--- src/rtl/vga_scan_engine.sv ---
// vga_scan_engine
//   Parametrised VGA scan-timing and display path running from one system
//   clock qualified by a pixel-enable tick. Frame-buffer fetch coordinates
//   lead the beam by LOOKAHEAD ticks and are downscaled by 2**SCALE_SHIFT.
//   The returned colour is reduced to 4 bits per channel and registered
//   together with sync and blank.
//
// Optional feature: define VGA_SCAN_DITHER_EN to enable a 2x2 ordered dither
//   on each channel (only meaningful when COLOR_IN_W > 4). Without it each
//   channel is plain truncation to its top 4 bits.
//
// Ports:
//   clk         system clock
//   reset       asynchronous, active-high reset
//   pix_en      pixel tick; all state advances only on edges with pix_en=1
//   pixel_data  {R,G,B}, COLOR_IN_W bits each, for the coordinate fetched
//               LOOKAHEAD ticks earlier
//   fetch_x/y   scaled fetch column/row (combinational from the counters)
//   fetch_valid fetch position is inside the visible area
//   frame_end   one pix_en tick per frame, at the last visible fetch pixel
//   vblank      fetch row is at or beyond V_DISPLAY
//   hsync/vsync registered sync, SYNC_ACTIVE during the pulse
//   blank       registered, 1 while the beam is outside the visible area
//   vga_red/green/blue  registered 4-bit colour, 0 while blanked
module vga_scan_engine #(
  parameter int   H_DISPLAY   = 640,
  parameter int   H_FRONT     = 16,
  parameter int   H_SYNC      = 96,
  parameter int   H_BACK      = 48,
  parameter int   V_DISPLAY   = 480,
  parameter int   V_FRONT     = 10,
  parameter int   V_SYNC      = 2,
  parameter int   V_BACK      = 33,
  parameter int   SCALE_SHIFT = 1,
  parameter int   LOOKAHEAD   = 2,
  parameter int   COLOR_IN_W  = 6,
  parameter logic SYNC_ACTIVE = 1'b1,
  localparam int  H_TOTAL     = H_DISPLAY + H_FRONT + H_SYNC + H_BACK,
  localparam int  V_TOTAL     = V_DISPLAY + V_FRONT + V_SYNC + V_BACK,
  localparam int  HC_W        = $clog2(H_TOTAL),
  localparam int  VC_W        = $clog2(V_TOTAL)
) (
  input  logic                          clk,
  input  logic                          reset,
  input  logic                          pix_en,
  input  logic [3*COLOR_IN_W-1:0]       pixel_data,
  output logic [HC_W-SCALE_SHIFT-1:0]   fetch_x,
  output logic [VC_W-SCALE_SHIFT-1:0]   fetch_y,
  output logic                          fetch_valid,
  output logic                          frame_end,
  output logic                          vblank,
  output logic                          hsync,
  output logic                          vsync,
  output logic                          blank,
  output logic [3:0]                    vga_red,
  output logic [3:0]                    vga_green,
  output logic [3:0]                    vga_blue
);

  // Bit positions inside one delay-line stage.
  localparam int VS_B  = 0;
  localparam int HS_B  = 1;
  localparam int ACT_B = 2;
`ifdef VGA_SCAN_DITHER_EN
  localparam int Y0_B    = 3;
  localparam int X0_B    = 4;
  localparam int STAGE_W = 5;
`else
  localparam int STAGE_W = 3;
`endif

  localparam int HS_START = H_DISPLAY + H_FRONT;
  localparam int HS_END   = H_DISPLAY + H_FRONT + H_SYNC - 1;
  localparam int VS_START = V_DISPLAY + V_FRONT;
  localparam int VS_END   = V_DISPLAY + V_FRONT + V_SYNC - 1;

  // ---------------------------------------------------------------------
  // Fetch counters
  // ---------------------------------------------------------------------
  logic [HC_W-1:0] hc_reg;
  logic [VC_W-1:0] vc_reg;
  logic            hc_wrap;
  logic            vc_wrap;
  logic            active;
  logic            hs;
  logic            vs;

  assign hc_wrap = (hc_reg == HC_W'(H_TOTAL - 1));
  assign vc_wrap = (vc_reg == VC_W'(V_TOTAL - 1));

  always_ff @(posedge clk or posedge reset) begin
    if (reset) begin
      hc_reg <= '0;
      vc_reg <= '0;
    end else if (pix_en) begin
      if (hc_wrap) begin
        hc_reg <= '0;
        if (vc_wrap) vc_reg <= '0;
        else         vc_reg <= vc_reg + 1'b1;
      end else begin
        hc_reg <= hc_reg + 1'b1;
      end
    end
  end

  assign active = (hc_reg < HC_W'(H_DISPLAY)) && (vc_reg < VC_W'(V_DISPLAY));
  assign hs     = (hc_reg >= HC_W'(HS_START)) && (hc_reg <= HC_W'(HS_END));
  assign vs     = (vc_reg >= VC_W'(VS_START)) && (vc_reg <= VC_W'(VS_END));

  assign fetch_x     = hc_reg[HC_W-1:SCALE_SHIFT];
  assign fetch_y     = vc_reg[VC_W-1:SCALE_SHIFT];
  assign fetch_valid = active;
  assign vblank      = (vc_reg >= VC_W'(V_DISPLAY));
  // Combinational so it is high only on the enabled tick itself.
  assign frame_end   = pix_en && (hc_reg == HC_W'(H_DISPLAY - 1))
                              && (vc_reg == VC_W'(V_DISPLAY - 1));

  // ---------------------------------------------------------------------
  // Delay line: aligns beam attributes with the returning pixel data
  // ---------------------------------------------------------------------
  logic [LOOKAHEAD-1:0][STAGE_W-1:0] stage_reg;
  logic [STAGE_W-1:0]                stage_in;
  logic [STAGE_W-1:0]                stage_out;

`ifdef VGA_SCAN_DITHER_EN
  assign stage_in = {hc_reg[0], vc_reg[0], active, hs, vs};
`else
  assign stage_in = {active, hs, vs};
`endif
  assign stage_out = stage_reg[LOOKAHEAD-1];

  always_ff @(posedge clk or posedge reset) begin
    if (reset) begin
      stage_reg <= '0;
    end else if (pix_en) begin
      stage_reg[0] <= stage_in;
      for (int i = 1; i < LOOKAHEAD; i++) begin
        stage_reg[i] <= stage_reg[i-1];
      end
    end
  end

  // ---------------------------------------------------------------------
  // Colour conversion (index 0 = red, 1 = green, 2 = blue)
  // ---------------------------------------------------------------------
  logic [2:0][3:0] color_conv;

`ifdef VGA_SCAN_DITHER_EN
  // 2x2 Bayer threshold from the unscaled beam position.
  logic [1:0] dither_th;
  assign dither_th = {stage_out[X0_B] ^ stage_out[Y0_B], stage_out[Y0_B]};
`endif

  generate
    for (genvar gi = 0; gi < 3; gi++) begin : g_chan
      logic [COLOR_IN_W-1:0] field;
      logic [3:0]            top4;

      assign field = pixel_data[(3-gi)*COLOR_IN_W-1 -: COLOR_IN_W];
      assign top4  = field[COLOR_IN_W-1 -: 4];

`ifdef VGA_SCAN_DITHER_EN
      if (COLOR_IN_W > 4) begin : g_dither
        logic [1:0] low;
        if (COLOR_IN_W >= 6) begin : g_wide
          // Only the two most significant residual bits feed the compare.
          assign low = field[COLOR_IN_W-5 -: 2];
          if (COLOR_IN_W > 6) begin : g_drop
            logic unused_bits;
            assign unused_bits = ^field[COLOR_IN_W-7:0];
          end
        end else begin : g_narrow
          assign low = {1'b0, field[0]};
        end
        // Saturate at full scale so 15 never rolls over to 0.
        assign color_conv[gi] = (top4 == 4'hF) ? 4'hF
                              : top4 + {3'b000, (low > dither_th)};
      end else begin : g_plain
        assign color_conv[gi] = top4;
      end
`else
      assign color_conv[gi] = top4;
      if (COLOR_IN_W > 4) begin : g_drop
        logic unused_bits;
        assign unused_bits = ^field[COLOR_IN_W-5:0];
      end
`endif
    end
  endgenerate

  // ---------------------------------------------------------------------
  // Output register
  // ---------------------------------------------------------------------
  always_ff @(posedge clk or posedge reset) begin
    if (reset) begin
      hsync     <= ~SYNC_ACTIVE;
      vsync     <= ~SYNC_ACTIVE;
      blank     <= 1'b1;
      vga_red   <= 4'h0;
      vga_green <= 4'h0;
      vga_blue  <= 4'h0;
    end else if (pix_en) begin
      hsync <= stage_out[HS_B] ? SYNC_ACTIVE : ~SYNC_ACTIVE;
      vsync <= stage_out[VS_B] ? SYNC_ACTIVE : ~SYNC_ACTIVE;
      blank <= ~stage_out[ACT_B];
      if (stage_out[ACT_B]) begin
        vga_red   <= color_conv[0];
        vga_green <= color_conv[1];
        vga_blue  <= color_conv[2];
      end else begin
        vga_red   <= 4'h0;
        vga_green <= 4'h0;
        vga_blue  <= 4'h0;
      end
    end
  end

endmodule

--- config.mk ---
export PLATFORM = sky130hd
export DESIGN_NAME = vga_scan_engine
export DESIGN_NICKNAME = d
export VERILOG_FILES = /design/src/rtl/vga_scan_engine.sv
export SDC_FILE = /design/constraint.sdc
export NUM_CORES = 1
export LEC_CHECK = 0
export BUFFER_PORTS_ARGS = -buffer_cell sky130_fd_sc_hd__buf_2
export CAP_MARGIN = 20
export CORE_ASPECT_RATIO = 2
export CORE_MARGIN = 4
export CORE_UTILIZATION = 40
export CTS_CLUSTER_SIZE = 40
export DETAILED_ROUTE_END_ITERATION = 6
export PLACE_DENSITY = 0.66
export SETUP_SLACK_MARGIN = 0.05
export SLEW_MARGIN = 5
export SYNTH_ARGS = -nofsm -noshare
export SYNTH_HDL_FRONTEND = slang
export SYNTH_SLANG_ARGS = --single-unit
export TNS_END_PERCENT = 20
--- constraint.sdc ---
create_clock -name clk -period 2.85 [get_ports clk]
set_clock_uncertainty 0.2 [all_clocks]
set_input_delay 0.57 -clock clk [delete_from_list [all_inputs] [get_ports clk]]
set_output_delay 0.57 -clock clk [all_outputs]
set_load 0.005 [all_outputs]
==> results.md, run 1 <==
- DR iter-0 viols: 23
- Detailed Place HPWL: 3150 microns
- Worst R2R Path Depth: 5
- Fin crit period: 2640 ps
- Maximum fanout along the worst path: 7
- TritonRoute pass-1 iters: 3
- Register area share after synthesis: 49.6%
- DIE AREA: 6460 sq um
- Fin nets: 270
- Max Cap Viol: 0
- Drt drc: 0
- Reg2reg setup slack: 760 ps
- End point of the critical path: frame_end
- Top FF cell, synth: dfrtp_1
- Input/output buffers: 50
- Post-CTS Setup Bufs: 0
- Via count: 1,517
- Crit-path slowest cell: dfrtp_1
- Root Buffer: clkbuf_8
- CP Cell Sequence: ha_1 > and4_1 > nand2_1 > nor4_1 > buf_2
- RSZ-0062 raised after global routing: no
- Ys async rst share: 100%
- Final Slew Violations: 0
- Pin count of the biggest net entering global routing: 42
- ANT cells: 0
- Final hold vios: 0
- Longest Clk Path Bufs: 2
- Synthesized area: 2070 sq um
- Synth Net Count: 235
- First-pass GRT wire length: 6990 microns
- Fmax achieved: 378 MHz
- Number of fill cells: 511
- Syn avg cell area: 9.90 sq um
- DRT Wirelength: 4260 microns
- Worst path required time: 2080 ps
- Status: completed
- Warnings from Yosys: 0
- Setup-failing EPs final: 0
- Area delta synth->final: 14.9%
- Worst VDD drop: 0.535 mV
- Cell family with most CP delay: simple AND/OR/NAND/NOR gates
- Finished Layout Cells: 302
- Worst-skew pair later-pin latency: 300 ps
- Critical path origin: hc_reg[1]$_DFFE_PP0P_
- # resized after CTS: 0
- Share of layout cells above drive strength 1: 29.8%
- Reg-to-Reg End: vc_reg[8]$_DFFE_PP0P_
- Synth cell types: 40
- Startpoint Class: flop
- CTS Buf Count: 5
- Worst slew pin tran: 549 ps
- Global placement routability congestion: 0.790
- Final ANT Viol Nets: 0
- Worst Path Arrival: 1870 ps
- Die Wd: 58.9 microns
- CTS H-Tree Depth: 2
- Number of enable flip-flop cells after synthesis: 0
- Die Ht: 110 microns
- PD cells: 577 nW/um^2
- Hold Buf Count CTS: 0
- Initial antenna violation count: 0
- Buf+Inv Stages, Crit Path: 1
- Vias/cell: 5.02
- Vias in the first global route: 1,477
- # rows: 36
- Leakage Power: 1.22 nW
- Initial Util: 41.8%
- Routed len/inst: 14.1 microns
- Reg2reg start: hc_reg[1]$_DFFE_PP0P_
- Critical path depth: 5
- Gr ovfl total: 0
- Relative slew slack: 63.1%
- Global Route Usage Sum: 14.6%
- Io pins: 57
- CP max stage delay: 400 ps
- Core area: 4950 sq um
- CP Capture Type: primary output
- Final period util: 92.7%
- Setup TNS: 0 ps
- Setup CP Type: flop to primary output
- Clock Sinks: 41
- Placed Instances: 294
- Clock Pin Slew Worst Setup and Hold Paths: 80 ps
- Synth Instances: 209
- Yosys reg bits: 41
- CTS tree: built
- Hold/Removal Path Class: primary input to async pin
## power by group
group	switching, mW	leakage, nW	internal, mW	total [mW]
Combinational	0.0838	0.609	0.0727	0.157
Sequential	0.0479	0.544	0.617	0.665
Clock	0.203	0.0681	0.348	0.550
## tightest hold or removal path, cell delays in order
cell and delay, ps:
buf_2 90, inv_1 40, buf_4 440
## cell families (layout without fill, tap and decap cells)
group                      count (synthesis)  after routing  synth area share (%)
AOI/OAI and AO/OA                         26             26                  7.68
xor gates and xnor gates                  10             10                  4.23
adders and majority gates                  5              5                  3.02
buffers and inverters                     46             82                  11.8
DFF                                       41             41                  49.6
muxes                                     10             10                  5.32
and+or+nand+nor                           71             71                  18.3
## area by class of cell
class,instances,area [sq um],share of cell area [%]
Clock buffer,5,68.8,2.89
Clock inverter,3,65.1,2.74
Inverter,22,82.6,3.47
Multi-Input combinational cell,122,798,33.6
Sequential cell,41,1030,43.2
Tap cell,57,71.3,3.00
Timing Repair Buffer,52,265,11.2
## layer usage
metal	up-vias	wire [microns]	GRT usage, %
met5	-	0	0
met3	10	230	3.76
met2	39	2300	24.9
li1	747	-	-
met4	0	138	8.91
met1	721	1590	15.4
## worst min path at each step
stage / from / end / cells after the start
final: reset / vc_reg[1]$_DFFE_PP0P_ / 3
after global routing: reset / vc_reg[0]$_DFFE_PP0P_ / 3
after CTS: reset / vc_reg[1]$_DFFE_PP0P_ / 3
after detailed placement: stage_out[2]$_DFFE_PP0P_ / blank$_DFFE_PP1P_ / 1
after global placement: stage_out[2]$_DFFE_PP0P_ / blank$_DFFE_PP1P_ / 1
after floorplan: stage_out[2]$_DFFE_PP0P_ / blank$_DFFE_PP1P_ / 1
## synth_stat cells, drive strengths merged, types with 3 or more instances
cell    number  share of area (%)
xor2         4                1.7
nand2       25                4.5
o21ai       15                3.6
nand3        9                2.2
and4         3                1.4
ha           5                3.0
inv         22                4.0
nor2        10                1.9
xnor2        6                2.5
nor4         3                1.2
mux2         8                4.4
nand4        3               0.91
clkbuf       4               0.73
dfrtp       40                 48
buf         20                7.1
and2         3               0.91
and3         5                1.5
## metrics by stage
stage / util (%) / area, sq um / worst slack (ps) / hold WS, ps / power [mW]
finish: 48.0 / 2380 / 208 / 178 / 1.37
global route: 48.0 / 2380 / 111 / 220 / 1.45
CTS: 48.0 / 2380 / 231 / 193 / 1.41
detailed placement: 45.3 / 2240 / 575 / 233 / 0.838
global placement: 45.3 / 2240 / 543 / 219 / 0.833
floorplan: - / 2070 / 873 / 202 / 0.806
## placed cells by master (no fill, tap or decap), drive strengths merged, types with 4 or more instances in the layout
| cell | netlist | final |
|---|---|---|
| buf | 20 | 52 |
| dfrtp | 40 | 40 |
| nand2 | 25 | 25 |
| inv | 22 | 22 |
| o21ai | 15 | 15 |
| nor2 | 10 | 10 |
| nand3 | 9 | 9 |
| mux2 | 8 | 8 |
| xnor2 | 6 | 6 |
| and3 | 5 | 5 |
| ha | 5 | 5 |
| clkbuf | 4 | 5 |
| xor2 | 4 | 4 |
No activity file was read; power rests on OpenSTA's default activity.
==> run 2: changes to the inputs <==
- CELL_PAD_IN_SITES_DETAIL_PLACEMENT: not set -> 0
- CELL_PAD_IN_SITES_GLOBAL_PLACEMENT: not set -> 1
- CORE_UTILIZATION: 40 -> 44
- CTS_BUF_LIST: not set -> sky130_fd_sc_hd__clkbuf_4
- PLACE_DENSITY: 0.66 -> 0.89
==> run 2 against run 1 <==
Compared with the run above: cell count fell by 0.99%; routed wire length shrank 1.1%; global-route usage increased by 0.43 points; cell area down 3.7%; core utilization up 1.8 points; total power shrank 20%; register-to-register slack worse by 20 ps; critical path depth unchanged; non-clock buffer count unchanged; largest cell class unchanged; clock-buffer cell count is 1 higher; sequential power barely moved; first-iteration DRC count increased by 70%.
==> results.md, run 2 (synthesized netlist as in run 1, its figures left out) <==
- Final hold vios: 0 (unchanged)
- Highest metal used: met4 (unchanged)
- Detailed Place HPWL: 3100 microns (was 3150 microns)
- Hold Buf Count CTS: 0 (unchanged)
- CTS Buf Count: 5 (unchanged)
- WL met2: 2320 microns (was 2300 microns)
- Status: completed (unchanged)
- Core area: 4600 sq um (was 4950 sq um)
- Startpoint Class: flop (unchanged)
- Leakage Power: 1.18 nW (was 1.22 nW)
- # rows: 35 (was 36)
- ANT cells: 0 (unchanged)
- Global placement routability congestion: 0.789 (was 0.790)
- Worst VDD drop: 0.281 mV (was 0.535 mV)
- Switching Power: 309 uW (was 334 uW)
- Multi-input logic area: 798 sq um (unchanged)
- Pin count of the biggest net entering global routing: 42 (unchanged)
- Number of fill cells: 453 (was 511)
- Worst-skew pair later-pin latency: 340 ps (was 300 ps)
- Net Sw Frac: 28.1% (was 24.4%)
- First-pass GRT wire length: 7000 microns (was 6990 microns)
- Max Cap Viol: 0 (unchanged)
- Worst slew pin tran: 554 ps (was 549 ps)
- RSZ-0062 raised after global routing: no (unchanged)
- Root Buffer: clkbuf_4 (was clkbuf_8)
- Worst R2R Path Depth: 5 (unchanged)
- Clock Sinks: 41 (unchanged)
- Share of layout cells above drive strength 1: 29.1% (was 29.8%)
- Clock Pin Slew Worst Setup and Hold Paths: 120 ps (was 80 ps)
- DRT Wirelength: 4210 microns (was 4260 microns)
- Vias in the first global route: 1,535 (was 1,477)
- Fin nets: 270 (unchanged)
- TritonRoute pass-1 iters: 4 (was 3)
- CP Capture Type: primary output (unchanged)
- Fmax achieved: 383 MHz (was 378 MHz)
- Post-CTS Setup Bufs: 0 (unchanged)
- Die Wd: 56.5 microns (was 58.9 microns)
- Initial antenna violation count: 0 (unchanged)
- Clock share of power: 25.1% (was 40.1%)
- Worst Path Arrival: 1840 ps (was 1870 ps)
- Metal3 WL: 183 microns (was 230 microns)
- Worst path required time: 2080 ps (about the same)
- Gr ovfl total: 0 (unchanged)
- DR iter-0 viols: 39 (was 23)
- Area delta synth->final: 10.7% (was 14.9%)
- Seq pwr share: 60.5% (was 48.5%)
- Longest Clk Path Bufs: 2 (unchanged)
- Setup CP Type: flop to primary output (unchanged)
- PnR Total Power: 1.10 mW (was 1.37 mW)
- Drt drc: 0 (unchanged)
- Vias/cell: 5.02 (about the same)
- Finished Layout Cells: 299 (was 302)
- CTS H-Tree Depth: 2 (unchanged)
- Input/output buffers: 50 (unchanged)
- Placed Instances: 292 (was 294)
- Core Util, Final: 49.8% (was 48.0%)
- Final period util: 91.5% (was 92.7%)
- Hold/Removal Path Class: primary input to async pin (unchanged)
- P_int: 789 uW (was 1.04 mW)
- Setup-failing EPs final: 0 (unchanged)
- Global Route Usage Sum: 15.0% (was 14.6%)
- Fin crit period: 2610 ps (was 2640 ps)
- Commonest cells after routing, fill and taps aside: buf_2 (50), dfrtp_1 (40), nand2_1 (25) (unchanged)
- FF/Latch Area: 1030 sq um (unchanged)
- DIE AREA: 5930 sq um (was 6460 sq um)
- Maximum fanout along the worst path: 7 (unchanged)
- WL met1: 1600 microns (was 1590 microns)
- Final ANT Viol Nets: 0 (unchanged)
- Via count: 1,501 (was 1,517)
- Routed len/inst: 14.1 microns (about the same)
- Comb pwr share: 14.4% (was 11.4%)
- Die Ht: 105 microns (was 110 microns)
- Final Slew Violations: 0 (unchanged)
- Setup TNS: 0 ps (unchanged)
- Io pins: 57 (unchanged)
- PD cells: 479 nW/um^2 (was 577 nW/um^2)
- Initial Util: 45.0% (was 41.8%)
- # resized after CTS: 0 (unchanged)
- Most common cell after layout, fill and taps aside: buf_2 (unchanged)
- CTS tree: built (unchanged)
- Relative slew slack: 62.8% (was 63.1%)
run 2: layer usage:
metal | vias up | global-route usage, %
met5 | - | 0
met4 | 0 | 6.62
met3 | 8 | 2.97
met2 | 42 | 27.6
met1 | 702 | 15.7
li1 | 749 | -
run 2: final timing paths:
kind | endpoint | slack [ps] | start
min in group clk | vga_red[0]$_DFFE_PP0P_ | 230 | pixel_data[14]
hold / removal | vc_reg[1]$_DFFE_PP0P_ | 140 | reset
max in group asynchronous | vc_reg[7]$_DFFE_PP0P_ | 1940 | reset
setup reg to reg | vc_reg[8]$_DFFE_PP0P_ | 740 | hc_reg[0]$_DFFE_PP0P_
hold reg to reg | blank$_DFFE_PP1P_ | 250 | stage_out[2]$_DFFE_PP0P_
setup / recovery | frame_end | 240 | hc_reg[0]$_DFFE_PP0P_
run 2: final cells by class:
| type | instances | share of cell area (%) |
|---|---|---|
| timing repair buffer | 52 | 11.6 |
| sequential | 41 | 44.8 |
| multi-input combinational | 122 | 34.8 |
| clock inverter | 1 | 0.164 |
| inverter | 22 | 3.60 |
| tap | 55 | 3.00 |
| clock buffer | 6 | 1.97 |
run 2: power groups by stage:
stage	combinational [mW]	sequential, mW	clock, mW
after floorplan	0.143	0.664	0
after global placement	0.160	0.673	0
after detailed placement	0.164	0.678	0
after CTS	0.165	0.666	0.289
after global routing	0.179	0.672	0.315
final	0.159	0.664	0.275
run 2: through the flow:
stage	worst slack, ps	cell area (sq um)	hold slack, ps
after floorplan	873	2070	202
after global placement	590	2240	224
after detailed placement	599	2240	233
after CTS	200	2290	145
after global routing	75.2	2290	187
final	241	2290	138
run 2: worst max-delay path, stage by stage, from the launching register on:
cell and delay, ps:
dfrtp_1 400, ha_1 230, and4_1 370, nand2_1 80, nor4_1 260, buf_2 160
==> run 3: changes to the inputs <==
==> constraint.sdc (replaced) <==
create_clock -name clk -period 2.85 [get_ports clk]
set_clock_uncertainty 0.2 [all_clocks]
set_input_delay 0.285 -clock clk [delete_from_list [all_inputs] [get_ports clk]]
set_output_delay 0.285 -clock clk [all_outputs]
set_load 0.005 [all_outputs]
==> run 3 against run 2 <==
Compared with the run above: cell area rose by 6.0%; clock-buffer cell count did not move; non-clock buffer count rose by 13; via count rose by 1.9%; setup slack improved by 310 ps; maximum frequency rose by 14%; critical path depth did not move; register-to-register slack improved by 40 ps.
==> results.md, run 3 (synthesized netlist as in run 1, its figures left out) <==
- Setup CP Type: flop to primary output (unchanged)
- TritonRoute pass-1 iters: 5 (was 4)
- Placed cell areas: 2240 sq um (unchanged)
- CP max stage delay: 400 ps (about the same)
- PnR Total Power: 1.12 mW (was 1.10 mW)
- Pin count of the biggest net entering global routing: 42 (unchanged)
- Net Sw Frac: 28.3% (was 28.1%)
- Setup-failing EPs final: 0 (unchanged)
- Longest Clk Path Bufs: 2 (unchanged)
- Core Util, Final: 52.8% (was 49.8%)
- Fin crit period: 2300 ps (was 2610 ps)
- Pre-CTS setup slack: 765 ps (was 599 ps)
- CP Cell Sequence: ha_1 > and4_1 > nand2_1 > nor4_1 > buf_2 (unchanged)
- Vias in the first global route: 1,567 (was 1,535)
- CTS tree: built (unchanged)
- Clock Pin Slew Worst Setup and Hold Paths: 120 ps (about the same)
- Input/output buffers: 50 (unchanged)
- CTS Buf Count: 5 (unchanged)
- Comb pwr share: 15.2% (was 14.4%)
- Root Buffer: clkbuf_4 (unchanged)
- Clock Sinks: 41 (unchanged)
- Final ANT Viol Nets: 0 (unchanged)
- Via count: 1,530 (was 1,501)
- Final hold vios: 0 (unchanged)
- Max Cap Viol: 0 (unchanged)
- GRT busiest layer: met2 (unchanged)
- # rows: 35 (unchanged)
- Worst VDD drop: 0.285 mV (was 0.281 mV)
- Share of layout cells above drive strength 1: 28.3% (was 29.1%)
- Post-layout instance area: 2430 sq um (was 2290 sq um)
- Vias/cell: 4.89 (was 5.02)
- Fmax achieved: 435 MHz (was 383 MHz)
- Worst-skew pair later-pin latency: 340 ps (about the same)
- Setup TNS: 0 ps (unchanged)
- Final WS setup: 552 ps (was 241 ps)
- Met1 Use GR: 16.3% (was 15.7%)
- # resized after CTS: 0 (unchanged)
- Final Slew Violations: 0 (unchanged)
- Hold Buf Count CTS: 13 (was 0)
- Placed Instances: 292 (unchanged)
- ANT cells: 0 (unchanged)
- Worst path required time: 2370 ps (was 2080 ps)
- Finished Layout Cells: 313 (was 299)
- Hold Slack: 225 ps (was 138 ps)
- PD cells: 463 nW/um^2 (was 479 nW/um^2)
- Leakage Power: 1.24 nW (was 1.18 nW)
- Gr ovfl total: 0 (unchanged)
- GR Util met3: 2.84% (was 2.97%)
- DIE AREA: 5930 sq um (unchanged)
- Global placement routability congestion: 0.799 (was 0.789)
- First-pass GRT wire length: 7250 microns (was 7000 microns)
- RSZ-0062 raised after global routing: no (unchanged)
- Relative slew slack: 63.3% (was 62.8%)
- Routed len/inst: 13.6 microns (was 14.1 microns)
- Area delta synth->final: 17.3% (was 10.7%)
- Most common cell after layout, fill and taps aside: buf_2 (unchanged)
- Fin nets: 283 (was 270)
- Post-CTS Setup Bufs: 0 (unchanged)
- Switching Power: 318 uW (was 309 uW)
- Detailed Place HPWL: 3020 microns (was 3100 microns)
- CP Capture Type: primary output (unchanged)
- DRT Wirelength: 4270 microns (was 4210 microns)
- Die Wd: 56.5 microns (unchanged)
- Io pins: 57 (unchanged)
- Commonest cells after routing, fill and taps aside: buf_2 (50), dfrtp_1 (40), nand2_1 (25) (unchanged)
- Hold/Removal Path Class: primary input to flop (was primary input to async pin)
- Crit-path slowest cell: dfrtp_1 (unchanged)
- Initial Util: 45.0% (unchanged)
- Maximum fanout along the worst path: 7 (unchanged)
- Global Route Usage Sum: 15.5% (was 15.0%)
- Seq pwr share: 59.0% (was 60.5%)
- CTS H-Tree Depth: 2 (unchanged)
- GR Util met2: 28.2% (was 27.6%)
- Startpoint Class: flop (unchanged)
- Status: completed (unchanged)
- Clock share of power: 25.8% (was 25.1%)
- Final period util: 80.6% (was 91.5%)
- Drt drc: 0 (unchanged)
- Core area: 4600 sq um (unchanged)
- Die Ht: 105 microns (unchanged)
- DR iter-0 viols: 25 (was 39)
- Initial antenna violation count: 0 (unchanged)
- Worst Path Arrival: 1810 ps (was 1840 ps)
- Worst slew pin tran: 546 ps (was 554 ps)
- P_int: 805 uW (was 789 uW)
- Number of fill cells: 445 (was 453)
[run 3: power groups by stage]
stage,registers [mW],logic (mW),clock network (mW)
2_1_floorplan,0.664,0.143,0
5_1_grt,0.674,0.193,0.329
6_report,0.663,0.171,0.289
4_1_cts,0.665,0.175,0.312
3_3_place_gp,0.673,0.159,0
3_5_place_dp,0.676,0.160,0
[run 3: worst paths after layout]
path,start,endpoint,slack (ps),cells past startpoint
worst max-delay path,hc_reg[1]$_DFFE_PP0P_,frame_end,550,5
worst min register to register,stage_out[2]$_DFFE_PP0P_,blank$_DFFE_PP1P_,250,1
min in group asynchronous,reset,vc_reg[1]$_DFFE_PP0P_,410,4
max in group asynchronous,reset,hc_reg[1]$_DFFE_PP0P_,1680,4
worst min-delay path,pix_en,blank$_DFFE_PP1P_,230,3
worst max register to register,hc_reg[1]$_DFFE_PP0P_,vc_reg[8]$_DFFE_PP0P_,780,5
[run 3: cell type report]
cell class | count | area (sq um) | share of cell area [%]
inverter | 22 | 82.6 | 3.40
timing repair buffer | 65 | 395 | 16.3
tap | 55 | 68.8 | 2.84
clock inverter | 2 | 10.0 | 0.412
clock buffer | 6 | 45.0 | 1.86
sequential | 41 | 1030 | 42.3
multi-input combinational | 122 | 798 | 32.9
[run 3: layer usage]
layer | wire length [microns] | vias to the layer above
li1 | - | 770
met1 | 1660 | 710
met2 | 2320 | 40
met3 | 167 | 10
met4 | 125 | 0
met5 | 0 | -
[run 3: worst max-delay path: cells and delay by family (launching register included)]
| family | cells | cell delay (ps) |
|---|---|---|
| AND/OR/NAND/NOR | 3 | 690 |
| flip-flops | 1 | 400 |
| adder cells (fa/ha/maj) | 1 | 220 |
| buffers and inverters | 1 | 160 |
